File: src/rtl/mem_access_ctrl.sv
`default_nettype none
// +----------------------------------------------------------------------------+
// | Module   : mem_access_ctrl                                                 |
// | Brief    : Single-port access controller in front of the unified           |
// |            instruction/data memory. Arbitrates fetch and load/store        |
// |            requests onto one memory port, registers the returned word,     |
// |            acknowledges the requester and rejects out-of-range addresses.  |
// | Options  : MAC_WRITE_PROTECT_EN - when defined, stores below DATA_BASE are  |
// |            rejected (no write, data_ack + addr_err).                       |
// | Revision : 1.0 - initial release                                           |
// +----------------------------------------------------------------------------+
module mem_access_ctrl #(
  parameter int ADDR_W    = 8,
  parameter int WDATA_W   = 8,
  parameter int RDATA_W   = 16,
  parameter int DEPTH     = 64,
  parameter int DATA_BASE = 56
) (
  input  logic               clk,
  input  logic               rst,
  // instruction fetch port
  input  logic               fetch_req,
  input  logic [ADDR_W-1:0]  fetch_addr,
  output logic               fetch_ack,
  output logic [RDATA_W-1:0] instr_out,
  // load/store port
  input  logic               data_req,
  input  logic               data_we,
  input  logic [ADDR_W-1:0]  data_addr,
  input  logic [WDATA_W-1:0] data_wdata,
  output logic               data_ack,
  output logic [RDATA_W-1:0] data_rdata,
  // status
  output logic               addr_err,
  output logic               busy,
  // memory port
  output logic [ADDR_W-1:0]  mem_A,
  output logic [WDATA_W-1:0] mem_WD,
  output logic               mem_WE,
  input  logic [RDATA_W-1:0] mem_out
);

  // One extra bit keeps the bound compares correct even when DEPTH equals 2**ADDR_W.
  localparam logic [ADDR_W:0] DEPTH_EXT     = (ADDR_W+1)'(DEPTH);
  localparam logic [ADDR_W:0] DATA_BASE_EXT = (ADDR_W+1)'(DATA_BASE);

  // Requester select encoding, shared by sel and last_grant.
  localparam logic SEL_FETCH = 1'b0;
  localparam logic SEL_DATA  = 1'b1;

  typedef enum logic [1:0] {
    S_IDLE   = 2'd0,
    S_ACCESS = 2'd1,
    S_RESP   = 2'd2
  } state_t;

  state_t               state_q;
  logic                 last_grant_q;
  logic                 sel_q;
  logic                 store_q;
  logic                 err_q;
  logic                 we_q;
  logic [ADDR_W-1:0]    mem_A_q;
  logic [WDATA_W-1:0]   mem_WD_q;
  logic                 fetch_ack_q;
  logic                 data_ack_q;
  logic                 addr_err_q;
  logic [RDATA_W-1:0]   instr_out_q;
  logic [RDATA_W-1:0]   data_rdata_q;

  // Grant decision for the current IDLE cycle, captured only on a grant.
  logic                 sel_d;
  logic [ADDR_W-1:0]    addr_d;
  logic                 store_d;
  logic                 in_range_d;
  logic                 below_base_d;
  logic                 protect_d;
  logic                 reject_d;
  logic                 we_d;

  // Arbitration and address qualification of the pending request.
  always_comb begin
    sel_d        = SEL_FETCH;
    addr_d       = '0;
    store_d      = 1'b0;
    in_range_d   = 1'b0;
    below_base_d = 1'b0;
    protect_d    = 1'b0;
    reject_d     = 1'b0;
    we_d         = 1'b0;

    // On a tie the requester that lost last time wins; a lone request always wins.
    if (fetch_req && data_req) begin
      sel_d = (last_grant_q == SEL_FETCH) ? SEL_DATA : SEL_FETCH;
    end else begin
      sel_d = data_req ? SEL_DATA : SEL_FETCH;
    end

    addr_d       = (sel_d == SEL_DATA) ? data_addr : fetch_addr;
    store_d      = (sel_d == SEL_DATA) && data_we;
    in_range_d   = ({1'b0, addr_d} < DEPTH_EXT);
    below_base_d = ({1'b0, addr_d} < DATA_BASE_EXT);

`ifdef MAC_WRITE_PROTECT_EN
    protect_d = store_d && below_base_d;
`else
    // Program region is writable; the base compare is kept but never gates a store.
    protect_d = store_d && below_base_d && 1'b0;
`endif

    reject_d = !in_range_d || protect_d;
    we_d     = store_d && !reject_d;
  end

  // Access sequencer: IDLE grants, ACCESS drives the memory and captures, RESP acknowledges.
  always_ff @(posedge clk) begin
    if (rst) begin
      state_q      <= S_IDLE;
      last_grant_q <= SEL_FETCH;
      sel_q        <= SEL_FETCH;
      store_q      <= 1'b0;
      err_q        <= 1'b0;
      we_q         <= 1'b0;
      mem_A_q      <= '0;
      mem_WD_q     <= '0;
      fetch_ack_q  <= 1'b0;
      data_ack_q   <= 1'b0;
      addr_err_q   <= 1'b0;
      instr_out_q  <= '0;
      data_rdata_q <= '0;
    end else begin
      case (state_q)
        S_IDLE: begin
          fetch_ack_q <= 1'b0;
          data_ack_q  <= 1'b0;
          addr_err_q  <= 1'b0;
          if (fetch_req || data_req) begin
            state_q      <= S_ACCESS;
            last_grant_q <= sel_d;
            sel_q        <= sel_d;
            store_q      <= store_d;
            err_q        <= reject_d;
            we_q         <= we_d;
            mem_A_q      <= addr_d;
            mem_WD_q     <= (sel_d == SEL_DATA) ? data_wdata : '0;
          end
        end

        S_ACCESS: begin
          state_q     <= S_RESP;
          we_q        <= 1'b0;
          mem_A_q     <= '0;
          mem_WD_q    <= '0;
          fetch_ack_q <= (sel_q == SEL_FETCH);
          data_ack_q  <= (sel_q == SEL_DATA);
          addr_err_q  <= err_q;
          // Rejected reads return zero; stores never touch the read registers.
          if (sel_q == SEL_FETCH) begin
            instr_out_q <= err_q ? '0 : mem_out;
          end else if (!store_q) begin
            data_rdata_q <= err_q ? '0 : mem_out;
          end
        end

        S_RESP: begin
          state_q     <= S_IDLE;
          fetch_ack_q <= 1'b0;
          data_ack_q  <= 1'b0;
          addr_err_q  <= 1'b0;
        end

        default: begin
          state_q <= S_IDLE;
        end
      endcase
    end
  end

  // The write strobe is gated by reset directly so a reset landing in ACCESS cannot write.
  assign mem_WE     = we_q && !rst;
  assign mem_A      = mem_A_q;
  assign mem_WD     = mem_WD_q;
  assign fetch_ack  = fetch_ack_q;
  assign data_ack   = data_ack_q;
  assign addr_err   = addr_err_q;
  assign instr_out  = instr_out_q;
  assign data_rdata = data_rdata_q;
  assign busy       = (state_q != S_IDLE);

endmodule
`default_nettype wire

File: config.mk
export PLATFORM = sky130hd
export DESIGN_NAME = mem_access_ctrl
export DESIGN_NICKNAME = d
export VERILOG_FILES = /design/src/rtl/mem_access_ctrl.sv
export SDC_FILE = /design/constraint.sdc
export NUM_CORES = 1
export LEC_CHECK = 0
export CAP_MARGIN = 15
export CORE_AREA = 8 8 61 89
export DETAILED_ROUTE_END_ITERATION = 8
export DIE_AREA = 0 0 69 97
export DONT_BUFFER_PORTS = 1
export PLACE_DENSITY = 0.69
export SYNTH_ARGS = -nofsm -noshare
export SYNTH_HDL_FRONTEND = slang
export SYNTH_SLANG_ARGS = --single-unit
File: constraint.sdc
create_clock -name clk -period 2.1 [get_ports clk]
set_input_delay 0.63 -clock clk [delete_from_list [all_inputs] [get_ports clk]]
set_output_delay 0.63 -clock clk [all_outputs]
set_load 0.1 [all_outputs]
== Word level (Yosys, flattened, before mapping) ==
Index checks and enable logic that the tools add are counted.
Widths: inputs -> output; s select.

* $lt $le $gt $ge: 1
* Reduce and logical (&&, ||, !) cells: 16
* Bitwise logic cells: 2
* Muxes and demuxes: 17
* Equal/unequal tests: 3

{| class="wikitable"
|+ Operator list
! kind !! number
|-
| $mux 8 || 4
|-
| $pmux 8 s2 || 2
|-
| $mux 16 || 1
|-
| $lt 8x7->1 const B || 1
|-
| $pmux 1 s2 || 4
|-
| $reduce_and 2->1 || 3
|-
| $reduce_bool 2->1 || 3
|-
| $logic_and 1x1->1 || 4
|-
| $mux 1 || 4
|-
| $pmux 2 s2 || 1
|-
| $reduce_and 3->1 || 1
|-
| $eq 2x1->1 const B || 1
|-
| $eq 2x2->1 const B || 1
|-
| $logic_not 1->1 || 2
|-
| $logic_not 2->1 || 1
|-
| $mux 2 || 1
|-
| $ne 2x2->1 const B || 1
|-
| $not 1->1 || 2
|-
| $reduce_or 2->1 || 1
|-
| $logic_or 1x1->1 || 1
|}

* Output and inout port bits: 53
* Logic and storage cells: 51
* Bits of input ports: 45
* Flip-flop bits (word level): 57

== Longest topological paths before layout ==
Gate-level depths: netlist (run 1).

* Depth after elaboration: 7
* Gate-level depth with buffers: 6
* Gate-level depth less buffers: 4

== Least setup slack after synthesis (run 1) ==
OpenSTA, ideal clock, no wires.

* Kind: input to output
* Start point: input rst
* End point: output mem_WE
* Slack: -703 ps
* Stages on the path: 2
* Path buffers: 1
* Arrival time: 2,173 ps
* Path through: buf_2 -> nor2b_1

* Longest elaborated chain between the ends: 2

{| class="wikitable"
|+ Ends and longest elaborated chain
! item !! RTL line !! source
|-
| start, declared || 20 || <nowiki>input logic rst,</nowiki>
|-
| $logic_not 1->1 || 180 || <nowiki>assign mem_WE = we_q && !rst;</nowiki>
|-
| $logic_and 1x1->1 || 180 ||
|-
| end, declared || 39 || <nowiki>output logic mem_WE,</nowiki>
|}

No other way between the ends.

== Final worst setup path (run 1) ==
* Start point: register state_q[1]
* End point: output busy

* Longest elaborated chain between the ends: 1

{| class="wikitable"
|+ Ends and longest elaborated chain
! item !! RTL line !! source
|-
| start, declared || 57 || <nowiki>state_t state_q;</nowiki>
|-
| start signal, assigned || 118 || <nowiki>state_q <= S_IDLE;</nowiki>
|-
| start signal, assigned || 138 || <nowiki>state_q <= S_ACCESS;</nowiki>
|-
| start signal, assigned || 150 || <nowiki>state_q <= S_RESP;</nowiki>
|-
| $reduce_bool 2->1 || 188 || <nowiki>assign busy = (state_q != S_IDLE);</nowiki>
|-
| end, declared || 35 || <nowiki>output logic busy,</nowiki>
|}

No other way between the ends.

==> results of run 1 <==
[routing by layer]
metal,vias to the layer above,routed length [um]
li1,940,-
met1,863,2140
met2,70,2880
met3,9,525
met4,0,93
met5,-,0
[cells in the mapped netlist (all sizes together) (2+ instances only)]
cell type / n
dfxtp: 57
inv: 4
buf: 10
mux2i: 9
nor3: 3
o21ai: 3
o2bb2ai: 9
nor2b: 18
a22o: 8
a21oi: 35
nor2: 6
clkbuf: 7
and2: 2
nand2: 66
[area by class of cell]
type,instances,area share [%]
Clock buffer,14,5.85
Inverter,4,0.540
Tap cell,46,2.07
Timing Repair Buffer,57,15.4
Multi-Input combinational cell,171,35.1
Sequential cell,57,41.0
[metrics by stage]
step / total power (W) / worst slack (ns) / instances / utilization, %
final: 0.00268 / 0.132 / 349 / 67.2
after global routing: 0.00280 / 0.0241 / 349 / 67.2
after CTS: 0.00271 / 0.120 / 349 / 67.2
after detailed placement: 0.00185 / 0.419 / 335 / 63.3
after global placement: 0.00184 / 0.436 / 335 / 63.3
after floorplan: 0.00174 / 0.156 / 249 / -
[registers in the layout (all words and copies together), names as in the netlist, 2 cells and up]
signal and cells:
data_rdata 16, instr_out 16, mem_A 8, mem_WD 8
state_q 2
[cell families (layout without fill, tap and decap cells)]
kind of cell | count (synthesis) | after routing | share of synthesized area (%)
AO/OA/AOI/OAI | 59 | 59 | 17.6
multiplexers | 9 | 9 | 4.05
flip-flops | 57 | 57 | 51.3
buffers and inverters | 21 | 75 | 5.06
AND/OR/NAND/NOR | 103 | 103 | 21.9
[final timing paths]
| path | cells past startpoint | start | slack [ns] | end |
|---|---|---|---|---|
| setup reg to reg | 3 | state_q[0]$_SDFFE_PP0P_ | 0.62 | mem_WD[3]$_SDFFE_PP0P_ |
| setup / recovery | 3 | state_q[1]$_SDFFE_PP0P_ | 0.13 | busy |
| hold / removal | 1 | rst | 0.37 | data_rdata[7]$_SDFFE_PP0P_ |
| hold reg to reg | 2 | instr_out[14]$_SDFFE_PP0P_ | 0.45 | instr_out[14]$_SDFFE_PP0P_ |
[where the power goes]
group          leakage [nW]  switching [W]  internal [W]  total (W)
combinational         0.606       0.000502      0.000140   0.000642
clock                0.0826       0.000379      0.000481   0.000860
sequential            0.464      0.0000408       0.00114    0.00118
==> flow_summary.json, run 1 <==
{
  "status": "finished clean",
  "synth.area.top_cells": "sky130_fd_sc_hd__dfxtp_1, sky130_fd_sc_hd__nand2_1, sky130_fd_sc_hd__a21oi_1",
  "critPathBufInv": 2,
  "timing.setup.tns_ns": 0,
  "finalMaxSlewViolations": 0,
  "cap_violations": 0,
  "antennaDiodeCount": 0,
  "worst-slew-pin-transition_ns": 0.696,
  "timing_hold_violations_final": 0,
  "grt_use_met3_pct": 7.77,
  "grt.met1_usage_pct": 17.1,
  "syn-mean-instance-area_um2": 8.93,
  "p_leak_nw": 1.15,
  "clock_insertion_delay_worst_skew_ns": 0.32,
  "globalRouteMet2Util_pct": 28.9,
  "detail_route.vias_per_cell": 5.39,
  "layout-area-overhead-vs-synth_pct": 25.1,
  "fillCellCount": 365,
  "path_cells": "nor2_1, inv_1, buf_4",
  "critical_path_capture_point_type": "output pin",
  "portBuffers": 0,
  "row_cnt": 29,
  "layout.cells.most_common": "sky130_fd_sc_hd__nand2_1",
  "ant_nets": 0,
  "worst_slew_margin_rel_pct": 53.5,
  "cts_tree": "built",
  "synthesis.nets": 294,
  "path_max_fanout": 10,
  "layout_worst_path_cycle_share_pct": 93.7,
  "largest_net_degree_at_the_start_of_global_routing": 38,
  "route.detailed.drc": 0,
  "synth_async_sr_flop_share_pct": 0,
  "regArea_um2": 1140,
  "total_area_of_multi_input_combinational_cells_um2": 977,
  "stdcell_area_um2": 2780,
  "synth.largest_area_cell": "sky130_fd_sc_hd__dfxtp_1",
  "drive_above_1_share_pct": 27.4,
  "cts_hold_repair.buffers": 0,
  "most-common-layout-cells": "sky130_fd_sc_hd__nand2_1, sky130_fd_sc_hd__dfxtp_1, sky130_fd_sc_hd__buf_4",
  "max_clock_freq_mhz": 508,
  "place.gp.congestion": 0.738,
  "grt_antenna_before_repair": 0,
  "dpl-instance-area_um2": 2620,
  "design.die.area_um2": 6690,
  "kind_of_path_behind_the_tightest_hold_check": "input pin to flop",
  "yosys.cell_types.count": 30,
  "vdd_ir_drop_max_mv": 0.755,
  "gr-usage-all-layers_pct": 17.2,
  "postSynthRegisterBits": 57,
  "mapped_area_um2": 2220,
  "synth_top_cell_area_share_pct": 51.3,
  "setup_viol": 0,
  "floorplan.io_pins": 98,
  "placeableCoreArea_um2": 4140,
  "timing.clock.skew_ns": 0.00625,
  "yosys_warnings": 0,
  "dp_hpwl_um": 4100,
  "cp_data_arrival_time_ns": 1.34,
  "initial_core_util_pct": 53.8,
  "via_count": 1882,
  "critPathLaunchType": "flop",
  "cp_slowest_stage_delay_ns": 0.52,
  "cp_data_required_time_ns": 1.47,
  "dieWidth_um": 69,
  "first_pass_grt_wire_length_um": 9470,
  "fp.dieH_um": 97,
  "sequential_cell_area_fraction_in_the_yosys_report_pct": 51.3,
  "clkTransAtPathRegs_ns": 0.06,
  "ctsLongestPathBuffers": 2,
  "grt_setup_unrepaired": "false",
  "avgRoutedWirePerCell_um": 16.2,
  "clock_tree.htree_level_count": 3,
  "cts_root_buf": "sky130_fd_sc_hd__clkbuf_8",
  "layout_min_cycle_time_ns": 1.97,
  "vias_in_the_first_global_route": 1971,
  "synthCells": 249,
  "cts-buffers-inserted": 9,
  "finalHoldWorstSlack_ns": 0.368,
  "criticalPathCategory": "flop to output pin",
  "power.density_cell_area_nw_per_um2": 964,
  "postRouteWirelength_um": 5640,
  "critical-path-top-delay-family": "flip-flops",
  "dr.pass1.iters": 4,
  "nNetsFinal": 345,
  "drt_first_iter_violations": 229,
  "synth_edf_count": 0,
  "numClockSinks": 57,
  "cts-resized-gates": 0,
  "post-cts-setup-buffers": 0,
  "synthFlopType": "sky130_fd_sc_hd__dfxtp_1",
  "cpMaxStageDelayCell": "sky130_fd_sc_hd__dfxtp_1",
  "top_usage_layer": "met2",
  "overflow": 0
}
(Power assumes the default switching activity.)
==> run 2: changes to the inputs <==
RECOVER_POWER = 25   (was not set)
==> flow_summary.json, run 2 (synthesis results as in run 1) <==
{
  "status": "finished clean",
  "cp_data_arrival_time_ns": 1.33,
  "worst_slew_margin_rel_pct": 53.5,
  "row_cnt": 29,
  "comb_power_share_pct": 23.9,
  "cts-resized-gates": 0,
  "initial_core_util_pct": 53.8,
  "most-common-layout-cells": "sky130_fd_sc_hd__nand2_1, sky130_fd_sc_hd__dfxtp_1, sky130_fd_sc_hd__buf_4",
  "p_leak_nw": 1.15,
  "wl_met2_um": 2900,
  "path_max_fanout": 10,
  "cts_root_buf": "sky130_fd_sc_hd__clkbuf_8",
  "design.die.area_um2": 6690,
  "rr_endpoint": "data_rdata[4]$_SDFFE_PP0P_",
  "post-cts-setup-buffers": 0,
  "timing.setup.tns_ns": 0,
  "ant_nets": 0,
  "dpl-instance-area_um2": 2620,
  "placeableCoreArea_um2": 4140,
  "vias_in_the_first_global_route": 1971,
  "cts_hold_repair.buffers": 0,
  "timing_hold_violations_final": 0,
  "stdcell_area_um2": 2780,
  "cts-buffers-inserted": 9,
  "drive_above_1_share_pct": 26.7,
  "clock_insertion_delay_worst_skew_ns": 0.32,
  "grt_antenna_before_repair": 0,
  "overflow": 0,
  "clkTransAtPathRegs_ns": 0.06,
  "dr.pass1.iters": 4,
  "clock_power_share_pct": 32.1,
  "grt_setup_unrepaired": "false",
  "finalMaxSlewViolations": 0,
  "layout.cells.most_common": "sky130_fd_sc_hd__nand2_1",
  "setup_viol": 0,
  "nNetsFinal": 345,
  "share_seq_of_total_power_pct": 44.0,
  "power.share.switching_pct": 34.4,
  "dp_hpwl_um": 4100,
  "detail_route.vias_per_cell": 5.37,
  "via_count": 1873,
  "layout_worst_path_cycle_share_pct": 93.4,
  "cap_violations": 0,
  "power.density_cell_area_nw_per_um2": 966,
  "place.gp.congestion": 0.738,
  "reg2reg_slack_ns": 0.60,
  "crit-reg2reg-launch": "state_q[1]$_SDFFE_PP0P_",
  "largest_net_degree_at_the_start_of_global_routing": 38,
  "worst-slew-pin-transition_ns": 0.697,
  "layout_min_cycle_time_ns": 1.96,
  "floorplan.io_pins": 98,
  "postRouteWirelength_um": 5670,
  "cts_tree": "built",
  "clock_tree.htree_level_count": 3,
  "numClockSinks": 57,
  "top_layer_used": "met4",
  "vdd_ir_drop_max_mv": 0.753,
  "kind_of_path_behind_the_tightest_hold_check": "input pin to flop",
  "worst_r2r_path_depth": 3,
  "dieWidth_um": 69,
  "first_pass_grt_wire_length_um": 9470,
  "ctsLongestPathBuffers": 2,
  "met3_routed_wirelength_um": 589,
  "internal_power_component_w": 0.00176,
  "worst_hold_stages": 1,
  "critPathLaunchType": "flop",
  "fp.dieH_um": 97,
  "max_clock_freq_mhz": 510,
  "drt_first_iter_violations": 227,
  "cp_data_required_time_ns": 1.47,
  "detail_route.wirelength.met1_um": 2080,
  "netSwitchingPower_w": 0.000924,
  "gr-usage-all-layers_pct": 17.2,
  "critical_path_capture_point_type": "output pin",
  "route.detailed.drc": 0,
  "portBuffers": 0,
  "antennaDiodeCount": 0,
  "layout-area-overhead-vs-synth_pct": 24.9,
  "timing.clock.skew_ns": 0.00571,
  "hold_path_startpoint": "rst",
  "criticalPathCategory": "flop to output pin",
  "hold-path-endpoint": "data_rdata[7]$_SDFFE_PP0P_",
  "avgRoutedWirePerCell_um": 16.2
}
==> run 2: changes by cell type in the layout (fill, tap and decap cells not counted) <==
cell / previous run / this run
sky130_fd_sc_hd__and4bb_1: 0 / 1
sky130_fd_sc_hd__and2_1: 2 / 1
sky130_fd_sc_hd__buf_4: 57 / 56
sky130_fd_sc_hd__and2_0: 0 / 1
sky130_fd_sc_hd__clkbuf_1: 3 / 4
sky130_fd_sc_hd__and4bb_2: 1 / 0
==> run 2: worst max-delay path, stage by stage (launching register included) <==
cell and delay, ns:
sky130_fd_sc_hd__dfxtp_1 0.51, sky130_fd_sc_hd__nor2_1 0.13, sky130_fd_sc_hd__inv_1 0.07, sky130_fd_sc_hd__buf_4 0.29
==> run 2: worst max-delay path by stage <==
stage / start / end / slack (ns) / cells past startpoint
after floorplan: rst / mem_WE / 0.16 / 2
after global placement: data_req / mem_WD[3]$_SDFFE_PP0P_ / 0.44 / 3
after detailed placement: data_req / mem_WD[7]$_SDFFE_PP0P_ / 0.42 / 3
after CTS: state_q[1]$_SDFFE_PP0P_ / busy / 0.12 / 3
after global routing: state_q[1]$_SDFFE_PP0P_ / busy / 0.02 / 3
final: state_q[1]$_SDFFE_PP0P_ / busy / 0.14 / 3
==> run 2: power by group through the flow <==
| stage | Sequential (W) | Combinational (W) | Clock [W] |
|---|---|---|---|
| global route | 0.00119 | 0.000671 | 0.000941 |
| detailed placement | 0.00120 | 0.000646 | 0 |
| CTS | 0.00118 | 0.000647 | 0.000887 |
| finish | 0.00118 | 0.000641 | 0.000861 |
| global placement | 0.00120 | 0.000641 | 0 |
| floorplan | 0.00154 | 0.000197 | 0 |
==> run 2: stage by stage <==
step	hold slack, ns	setup slack [ns]	total power [W]	instances	utilization (%)
floorplan	0.458	0.156	0.00174	249	-
global placement	0.438	0.436	0.00184	335	63.3
detailed placement	0.440	0.419	0.00185	335	63.3
CTS	0.347	0.120	0.00271	349	67.2
global route	0.353	0.0200	0.00280	349	67.2
finish	0.368	0.139	0.00268	349	67.2
==> run 2: cell type report <==
type	count	area (um2)
timing repair buffer	57	424
inverter	4	15.0
sequential	57	1140
clock buffer	14	163
fill	365	1360
tap	46	57.6
multi-input combinational	171	977
==> run 2: metal layers <==
metal | GRT usage (%) | vias up
met5 | 0 | -
met4 | 9.03 | 0
met3 | 7.77 | 9
met2 | 28.9 | 80
met1 | 17.1 | 845
li1 | - | 939
==> run 3: changes to the inputs <==
CORE_AREA = 2 2 55 83   (was 8 8 61 89)
DIE_AREA = 0 0 57 85   (was 0 0 69 97)
==> flow_summary.json, run 3 (synthesis results as in run 1) <==
{
  "setup_viol": 0,
  "finalMaxSlewViolations": 0,
  "cpMaxStageDelayCell": "sky130_fd_sc_hd__dfxtp_1",
  "drt_first_iter_violations": 50,
  "detail_route.vias_per_cell": 5.29,
  "cts_tree": "built",
  "path_cells": "nor2_1, inv_1, buf_4",
  "dr.pass1.iters": 4,
  "critPathLaunchType": "flop",
  "cts-resized-gates": 0,
  "antennaDiodeCount": 0,
  "vdd_ir_drop_max_mv": 0.944,
  "vias_in_the_first_global_route": 1705,
  "ctsLongestPathBuffers": 2,
  "cap_violations": 0,
  "cp_data_required_time_ns": 1.47,
  "kind_of_path_behind_the_tightest_hold_check": "input pin to flop",
  "worst-slew-pin-transition_ns": 0.706,
  "worst_slew_margin_rel_pct": 53.0,
  "ant_nets": 0,
  "numClockSinks": 57,
  "row_cnt": 29,
  "clock_tree.htree_level_count": 3,
  "power.density_cell_area_nw_per_um2": 1080,
  "avgRoutedWirePerCell_um": 14.0,
  "clkTransAtPathRegs_ns": 0.06,
  "dieWidth_um": 57,
  "dp_hpwl_um": 3410,
  "fin_util_pct": 69.5,
  "portBuffers": 0,
  "status": "finished clean",
  "cp_data_arrival_time_ns": 1.34,
  "layout-area-overhead-vs-synth_pct": 29.3,
  "fillCellCount": 342,
  "cts-buffers-inserted": 9,
  "route.detailed.drc": 0,
  "critPathBufInv": 2,
  "cts_root_buf": "sky130_fd_sc_hd__clkbuf_8",
  "clock_insertion_delay_worst_skew_ns": 0.32,
  "layout_worst_path_cycle_share_pct": 93.7,
  "path_max_fanout": 10,
  "critical_path_capture_point_type": "output pin",
  "layout.cells.most_common": "sky130_fd_sc_hd__nand2_1",
  "drive_above_1_share_pct": 28.5,
  "post-cts-setup-buffers": 0,
  "overflow": 0,
  "nNetsFinal": 345,
  "largest_net_degree_at_the_start_of_global_routing": 38,
  "cp_slowest_stage_delay_ns": 0.52,
  "critical-path-top-delay-family": "flip-flops",
  "floorplan.io_pins": 98,
  "placeableCoreArea_um2": 4140,
  "timing.clock.skew_ns": 0.00778,
  "gr-usage-all-layers_pct": 20.8,
  "grt_setup_unrepaired": "false",
  "design.die.area_um2": 4850,
  "postRouteWirelength_um": 4910,
  "first_pass_grt_wire_length_um": 7730,
  "place.gp.congestion": 0.752,
  "grt_antenna_before_repair": 0,
  "timing_hold_violations_final": 0,
  "layout_min_cycle_time_ns": 1.97,
  "initial_core_util_pct": 53.8,
  "cts_hold_repair.buffers": 0,
  "via_count": 1857,
  "timing.setup.tns_ns": 0,
  "criticalPathCategory": "flop to output pin",
  "most-common-layout-cells": "sky130_fd_sc_hd__nand2_1, sky130_fd_sc_hd__dfxtp_1, sky130_fd_sc_hd__buf_4",
  "max_clock_freq_mhz": 508,
  "fp.dieH_um": 85,
  "p_leak_nw": 1.20
}
[run 3: cell types whose count changed in the layout (fill, tap and decap cells not counted)]
cell                         before  now
sky130_fd_sc_hd__buf_4           56   57
sky130_fd_sc_hd__clkinvlp_4       0    1
sky130_fd_sc_hd__a21oi_4          1    0
sky130_fd_sc_hd__clkbuf_8        11   12
sky130_fd_sc_hd__clkbuf_1         4    0
sky130_fd_sc_hd__bufinv_16        0    3
sky130_fd_sc_hd__a21oi_2          0    1
[run 3: layout make-up]
cell class / count / area [um2] / area share (%)
clock inverter: 4 / 97.6 / 3.40
sequential: 57 / 1140 / 39.7
inverter: 4 / 15.0 / 0.522
tap: 46 / 57.6 / 2.00
multi-input combinational: 171 / 970 / 33.7
clock buffer: 12 / 165 / 5.75
timing repair buffer: 57 / 428 / 14.9
[run 3: layer usage]
layer | vias to the layer above | track usage (%) | share of wire [%]
met3 | 6 | 6.86 | 7.7
met1 | 828 | 21.9 | 38
met5 | - | 0 | 0
li1 | 940 | - | -
met4 | 0 | 11.4 | 1.7
met2 | 83 | 35.7 | 53
[run 3: per-stage QoR]
stage	setup slack [ns]	area, um2	cells	hold slack (ns)	power [W]
2_1_floorplan	0.156	2230	249	0.458	0.00174
3_3_place_gp	0.434	2620	335	0.439	0.00184
3_5_place_dp	0.404	2620	335	0.441	0.00184
4_1_cts	0.132	2880	351	0.349	0.00315
5_1_grt	0.0603	2870	351	0.344	0.00323
6_report	0.132	2870	351	0.366	0.00312
[run 3: path summary, 6_finish.rpt]
check	end	start	cells after the start	slack [ns]
worst max-delay path	busy	state_q[1]$_SDFFE_PP0P_	3	0.13
worst min-delay path	data_rdata[6]$_SDFFE_PP0P_	rst	1	0.37
worst max register to register	mem_WD[0]$_SDFFE_PP0P_	state_q[0]$_SDFFE_PP0P_	3	0.43
worst min register to register	data_rdata[6]$_SDFFE_PP0P_	data_rdata[6]$_SDFFE_PP0P_	2	0.45
[run 3: power breakdown]
part	switching (W)	internal [W]
Clock	0.000414	0.000885
Combinational	0.000499	0.000139
Sequential	0.0000399	0.00114
Total	0.000953	0.00216
